### src/rtl/reaction_timer_core.sv
// rtl/reaction_timer_core.sv - multi-player reaction timer: random delay, per-player timestamps, false starts, winner
module reaction_timer_core #(
    parameter int NUM_PLAYERS = 4,
    parameter int TIME_W      = 16,
    parameter int TICK_DIV    = 100000,
    parameter int MIN_DELAY   = 1000,
    parameter int DELAY_BITS  = 11
) (
    input  logic                          clk,
    input  logic                          reset_n,
    input  logic                          start,
    input  logic [NUM_PLAYERS-1:0]        btn,
    output logic                          waiting,
    output logic                          led_on,
    output logic                          done,
    output logic                          timeout,
    output logic [NUM_PLAYERS-1:0]        false_start,
    output logic [NUM_PLAYERS-1:0]        resp_valid,
    output logic [NUM_PLAYERS*TIME_W-1:0] resp_time,
    output logic [2:0]                    winner,
    output logic                          winner_valid
);

    typedef enum logic [2:0] {
        S_IDLE,
        S_ARM,
        S_DELAY,
        S_TEST,
        S_DONE
    } state_t;

    localparam int PW  = (TICK_DIV > 1) ? $clog2(TICK_DIV) : 1;
    localparam int DCW = ((TIME_W > 16) ? TIME_W : 16) + 1;
    localparam logic [PW-1:0]          PRESC_MAX   = PW'(TICK_DIV - 1);
    localparam logic [TIME_W-1:0]      ELAPSED_MAX = '1;
    localparam logic [31:0]            DELAY_MASK  = (32'd1 << DELAY_BITS) - 32'd1;
    localparam logic [NUM_PLAYERS-1:0] ALL_P       = '1;

    state_t                        state_q, state_d;
    logic [15:0]                   lfsr_q, lfsr_d;
    logic [NUM_PLAYERS-1:0]        btn_q;
    logic [PW-1:0]                 presc_q, presc_d;
    logic [DCW-1:0]                delay_q, delay_d;
    logic [TIME_W-1:0]             elapsed_q, elapsed_d;
    logic [NUM_PLAYERS-1:0]        fs_q, fs_d;
    logic [NUM_PLAYERS-1:0]        valid_q, valid_d;
    logic [NUM_PLAYERS*TIME_W-1:0] time_q, time_d;
    logic                          timeout_q, timeout_d;

    logic [NUM_PLAYERS-1:0] press;
    logic                   tick;

    assign press = btn & ~btn_q;
    assign tick  = (presc_q == PRESC_MAX);

    always_ff @(posedge clk or negedge reset_n) begin
        if (!reset_n) begin
            state_q   <= S_IDLE;
            lfsr_q    <= 16'hACE1;
            btn_q     <= '0;
            presc_q   <= '0;
            delay_q   <= '0;
            elapsed_q <= '0;
            fs_q      <= '0;
            valid_q   <= '0;
            time_q    <= '0;
            timeout_q <= 1'b0;
        end else begin
            state_q   <= state_d;
            lfsr_q    <= lfsr_d;
            btn_q     <= btn;
            presc_q   <= presc_d;
            delay_q   <= delay_d;
            elapsed_q <= elapsed_d;
            fs_q      <= fs_d;
            valid_q   <= valid_d;
            time_q    <= time_d;
            timeout_q <= timeout_d;
        end
    end

    always_comb begin
        state_d   = state_q;
        lfsr_d    = {1'b0, lfsr_q[15:1]} ^ (lfsr_q[0] ? 16'hB400 : 16'h0000);
        presc_d   = tick ? '0 : presc_q + PW'(1);
        delay_d   = delay_q;
        elapsed_d = elapsed_q;
        fs_d      = fs_q;
        valid_d   = valid_q;
        time_d    = time_q;
        timeout_d = timeout_q;

        case (state_q)
            S_IDLE: begin
                if (start) state_d = S_ARM;
            end
            S_ARM: begin
                fs_d      = '0;
                valid_d   = '0;
                time_d    = '0;
                timeout_d = 1'b0;
                elapsed_d = '0;
                delay_d   = DCW'(MIN_DELAY) + DCW'(lfsr_q & DELAY_MASK[15:0]);
                if (!start) begin
                    state_d = S_DELAY;
                    presc_d = '0;
                end
            end
            S_DELAY: begin
                fs_d = fs_q | press;
                // A full house of false starts ends the round before any tick handling.
                if (fs_d == ALL_P) begin
                    state_d = S_DONE;
                end else if (tick) begin
                    delay_d = delay_q - DCW'(1);
                    if (delay_q == DCW'(1)) begin
                        state_d   = S_TEST;
                        presc_d   = '0;
                        elapsed_d = '0;
                    end
                end
            end
            S_TEST: begin
                if (tick && elapsed_q != ELAPSED_MAX) elapsed_d = elapsed_q + TIME_W'(1);
                for (int i = 0; i < NUM_PLAYERS; i++) begin
                    if (press[i] && !fs_q[i] && !valid_q[i]) begin
                        valid_d[i]                   = 1'b1;
                        time_d[i*TIME_W +: TIME_W]   = elapsed_q;
                    end
                end
                if ((valid_d | fs_q) == ALL_P) begin
                    state_d = S_DONE;
                end else if (tick && elapsed_q == ELAPSED_MAX) begin
                    state_d   = S_DONE;
                    timeout_d = 1'b1;
                end
            end
            S_DONE: begin
                if (start) state_d = S_ARM;
            end
            default: state_d = S_IDLE;
        endcase
    end

    logic [2:0]        best_idx;
    logic [TIME_W-1:0] best_time;
    logic              found;

    // Strict less-than keeps the lowest index on equal times.
    always_comb begin
        best_idx  = '0;
        best_time = '0;
        found     = 1'b0;
        for (int i = 0; i < NUM_PLAYERS; i++) begin
            if (valid_q[i] && (!found || time_q[i*TIME_W +: TIME_W] < best_time)) begin
                found     = 1'b1;
                best_idx  = 3'(i);
                best_time = time_q[i*TIME_W +: TIME_W];
            end
        end
    end

    assign waiting      = (state_q == S_IDLE) || (state_q == S_ARM);
    assign led_on       = (state_q == S_TEST);
    assign done         = (state_q == S_DONE);
    assign timeout      = timeout_q;
    assign false_start  = fs_q;
    assign resp_valid   = valid_q;
    assign resp_time    = time_q;
    assign winner       = done ? best_idx : 3'd0;
    assign winner_valid = done && found;

endmodule

### config.mk
export PLATFORM = sky130hd
export DESIGN_NAME = reaction_timer_core
export DESIGN_NICKNAME = d
export VERILOG_FILES = /design/src/rtl/reaction_timer_core.sv
export SDC_FILE = /design/constraint.sdc
export NUM_CORES = 1
export LEC_CHECK = 0
export CAP_MARGIN = 40
export CORE_ASPECT_RATIO = 1.5
export CORE_UTILIZATION = 35
export CTS_CLUSTER_DIAMETER = 40
export DETAILED_ROUTE_END_ITERATION = 10
export GPL_TIMING_DRIVEN = 0
export HOLD_SLACK_MARGIN = 0.05
export SYNTH_ARGS = -nofsm -noshare
export SYNTH_HDL_FRONTEND = slang
export SYNTH_SLANG_ARGS = --single-unit
### constraint.sdc
create_clock -name clk -period 11.4 [get_ports clk]
set_clock_uncertainty 0.2 [all_clocks]
set_input_delay 2.85 -clock clk [delete_from_list [all_inputs] [get_ports clk]]
set_output_delay 2.85 -clock clk [all_outputs]
set_load 0.05 [all_outputs]
==> flow_summary_export.csv <==
group,metric,value,unit
run_status,status,"completed",
setup_path,r2r-end,"elapsed_q[15]$_DFFE_PN0P_",
timing,setup_viol,0,
synthesis,synthMuxAreaShare,0.0214,
setup_path,worst-setup-path-type,"flip-flop to primary output",
grt,grt_pass1_wl,36700,um
finish,fillCellCount,2108,
finish,antennaDiodeCount,0,
die,die_h,186,um
setup_path,r2r_start,"delay_q[6]$_DFFE_PN0P_",
setup_path,critical_path_required,8.35,ns
timing,rsz0062_at_grt,"no",
placed_design,place_ws,-0.446,ns
timing,finalCritPeriodShare,0.966,
synthesis,synth_ff_type,"dfrtp_1",
synthesis,async_flop_share,1.00,
synthesis,ys_seq_area_frac,0.465,
synthesis,synth-simple-area-share,0.204,
clock_network,cts_made_buffers,17,
timing,slew_headroom,0.482,
synthesis,synth-xor-area-share,0.0389,
timing,fin_ws,0.387,ns
synthesis,synth_edf_count,0,
detailed_routing,vias,6751,
die,pin_count,87,
synthesis,yosys_warnings,0,
timing,tns,0,ns
clock_network,tritoncts,"done",
placed_design,hpwl,17400,um
finish,final-seq-area,3660,um^2
pwr,power_leakage,0.00422,uW
detailed_routing,drc_errors,0,
setup_path,cp.depth,29,
setup_path,arrival,7.96,ns
setup_path,startpoint,"resp_valid[0]$_DFFE_PN0P_",
grt,grt_max_degree,80,
synthesis,synthDistinctLibCells,66,
die,start_util,0.360,
detailed_routing,wire_per_inst,18.5,um
finish,design_area,9840,um^2
setup_path,startpoint_type,"flip-flop",
grt,grt_pass1_vias,6691,
setup_path,slowest_delay,0.60,ns
timing,fmax,90.8,MHz
timing,fin_hold_ws,0.161,ns
synthesis,synth_nets,914,
placed_design,gp_congestion,0.926,
setup_path,crit_path_end_kind,"primary output",
grt,grt_usage,0.207,
setup_path,critical_path_buf_inv_count,6,
synthesis,syn-cell-area,7890,um^2
pwr,irDropWorstVdd,122,uV
finish,multi_input_area,4000,um^2
clock_network,cts_root_buffer,"clkbuf_16",
synthesis,syn_inst,857,
grt,gr-total-overflow,0,
timing,min_period,11.01,ns
finish,utilization,0.450,
placed_design,io_buffers,85,
clock_network,h-tree-depth,4,
detailed_routing,ant_nets,0,
setup_path,crit_family,"compound AO/OA/AOI/OAI gates",
setup_path,cp_common_cell,"ha_1",
setup_path,r2r_cells,8,
finish,drive_above_1_share,0.0936,
timing,hold_violations,0,
synthesis,synth-compound-area-share,0.161,
grt,antenna_found_initial,0,
synthesis,syn_area_per_cell,9.20,um^2
placed_design,place_area,9120,um^2
detailed_routing,drt_iter0_drc,413,
die,row_count,66,
clock_network,clkLatencyLatePin,0.44,ns
setup_path,cp_slowest_cell,"or4_1",
timing,worst_slew_pin_slew,0.777,ns
die,die_x,125,um
synthesis,ys_ff_latch,146,
job,cap_violations,0,
synthesis,synthAdderAreaFrac,0.0793,
detailed_routing,routed_wirelength,23200,um
detailed_routing,dr.pass1.iters,5,
timing,slew_viol_final,0,
die,die-area,23100,um^2
hold_path,hold_path_class,"flip-flop to flip-flop",
finish,fin_nets,1027,
synthesis,synth_top_family_by_area,"simple AND/OR/NAND/NOR gates",
setup_path,r2r_slack,8.51,ns
setup_path,cp_max_fo,10,
die,design.core.area,21900,um^2
clock_network,path_clk_slew,0.07,ns
detailed_routing,viasPerCell,5.38,
setup_path,cp-endpoint,"winner[0]",
finish,areaGrowthSynthToFinish,24.8,%
clock_network,cts.sinks,146,
pwr,power_density,204,nW/um^2
clock_network,clockBufferDepth,2,
registers in the layout, indices dropped and copies added (netlist names):
name / cells
resp_time: 64
delay_q: 17
presc_q: 17
elapsed_q: 16
lfsr_q: 16
btn_q: 4
false_start: 4
resp_valid: 4
state_q: 3
timeout: 1
through the flow:
| step | cells | power (uW) |
|---|---|---|
| final | 1255 | 2010 |
| after global routing | 1255 | 2110 |
| after CTS | 1253 | 2010 |
| after detailed placement | 1217 | 1380 |
| after global placement | 1214 | 1370 |
| after floorplan | 857 | 1100 |
worst min path at each step:
stage                              start                    to  slack (ns)  cells past startpoint
finish              lfsr_q[12]$_DFF_PN0_  lfsr_q[11]$_DFF_PN1_        0.16                      0
global route        lfsr_q[12]$_DFF_PN0_  lfsr_q[11]$_DFF_PN1_        0.17                      0
CTS                 lfsr_q[12]$_DFF_PN0_  lfsr_q[11]$_DFF_PN1_        0.16                      0
detailed placement  lfsr_q[12]$_DFF_PN0_  lfsr_q[11]$_DFF_PN1_        0.14                      0
global placement    lfsr_q[12]$_DFF_PN0_  lfsr_q[11]$_DFF_PN1_        0.14                      0
floorplan           lfsr_q[12]$_DFF_PN0_  lfsr_q[11]$_DFF_PN1_        0.13                      0
cell families after synthesis:
logic type	after synthesis
AOI/OAI and AO/OA	208
DFF	146
muxes	15
xor gates and xnor gates	35
buffers and inverters	60
other	1
and+or+nand+nor	342
adders and majority gates	50
per-layer routing:
metal,vias up,track usage,routed length [um]
met5,-,0,0
met4,0,0.121,983
met3,49,0.0365,808
met2,180,0.383,12400
met1,3271,0.219,8930
li1,3251,-,-
cells in the mapped netlist (2+ instances only):
| cell type | number | area [um^2] |
|---|---|---|
| nand2_1 | 140 | 526 |
| dfrtp_1 | 138 | 3450 |
| o21ai_0 | 97 | 485 |
| nor2_1 | 77 | 289 |
| ha_1 | 50 | 626 |
| a21oi_1 | 41 | 205 |
| clkbuf_1 | 26 | 97.6 |
| inv_1 | 26 | 97.6 |
| xor2_1 | 25 | 219 |
| nand3_1 | 23 | 115 |
| nor3_1 | 23 | 115 |
| a22oi_1 | 17 | 128 |
| mux2_2 | 15 | 169 |
| and3_1 | 13 | 81.3 |
| nand4_1 | 12 | 75.1 |
| xnor2_1 | 10 | 87.6 |
| a21o_1 | 9 | 67.6 |
| dfstp_2 | 8 | 210 |
| nand2b_1 | 8 | 50.1 |
| nor2b_1 | 7 | 43.8 |
| or3_1 | 7 | 43.8 |
| nor4_1 | 6 | 37.5 |
| o31ai_1 | 6 | 45.0 |
| o21a_1 | 5 | 37.5 |
| or4_1 | 5 | 37.5 |
| a31oi_1 | 4 | 25.0 |
| o211ai_1 | 4 | 30.0 |
| and2_1 | 3 | 18.8 |
| buf_4 | 3 | 22.5 |
| nor3b_1 | 3 | 22.5 |
| nor4b_1 | 3 | 26.3 |
| o22ai_1 | 3 | 18.8 |
| a211o_1 | 2 | 17.5 |
| a211oi_1 | 2 | 15.0 |
| buf_2 | 2 | 10.0 |
| o2111ai_1 | 2 | 17.5 |
| o21bai_1 | 2 | 15.0 |
| or2_2 | 2 | 12.5 |
layout by cell type, fill, tap and decap left out, drive strengths merged, types with 5 or more instances in the layout:
| master | n |
|---|---|
| or4 | 6 |
| nand2b | 8 |
| xor2 | 25 |
| clkbuf | 45 |
| xnor2 | 10 |
| o21a | 5 |
| nor2b | 7 |
| a22oi | 17 |
| buf | 17 |
| o21ai | 99 |
| dfstp | 8 |
| a21oi | 42 |
| nand3 | 24 |
| inv | 26 |
| a21o | 10 |
| mux2 | 15 |
| ha | 50 |
| bufinv | 5 |
| dfrtp | 138 |
| and3 | 13 |
| clkdlybuf4s50 | 82 |
| nor2 | 78 |
| nand4 | 12 |
| clkinvlp | 5 |
| nand2 | 142 |
| or3 | 7 |
| nor3 | 23 |
| nor4 | 7 |
| o31ai | 6 |
cell type report:
| class | count | share of cell area |
|---|---|---|
| clock buffer | 19 | 0.0440 |
| sequential | 146 | 0.372 |
| inverter | 27 | 0.0103 |
| multi-input combinational | 651 | 0.407 |
| timing repair buffer | 94 | 0.0952 |
| clock inverter | 13 | 0.0214 |
| buffer | 33 | 0.0156 |
| tap | 272 | 0.0346 |
what timing repair did:
item / in CTS / in global routing
buffers inserted: 4 / 2
hold buffers: 0 / 0
cloned: 0 / 0
resized for setup: 11 / 6
endpoints found under the setup margin: 2 / 2
pin swaps: 1 / 0
where the power goes:
part	internal, uW	switching [uW]
logic	213	534
registers	574	70.8
clock network	388	232
Power figures use the tool's default switching activity.
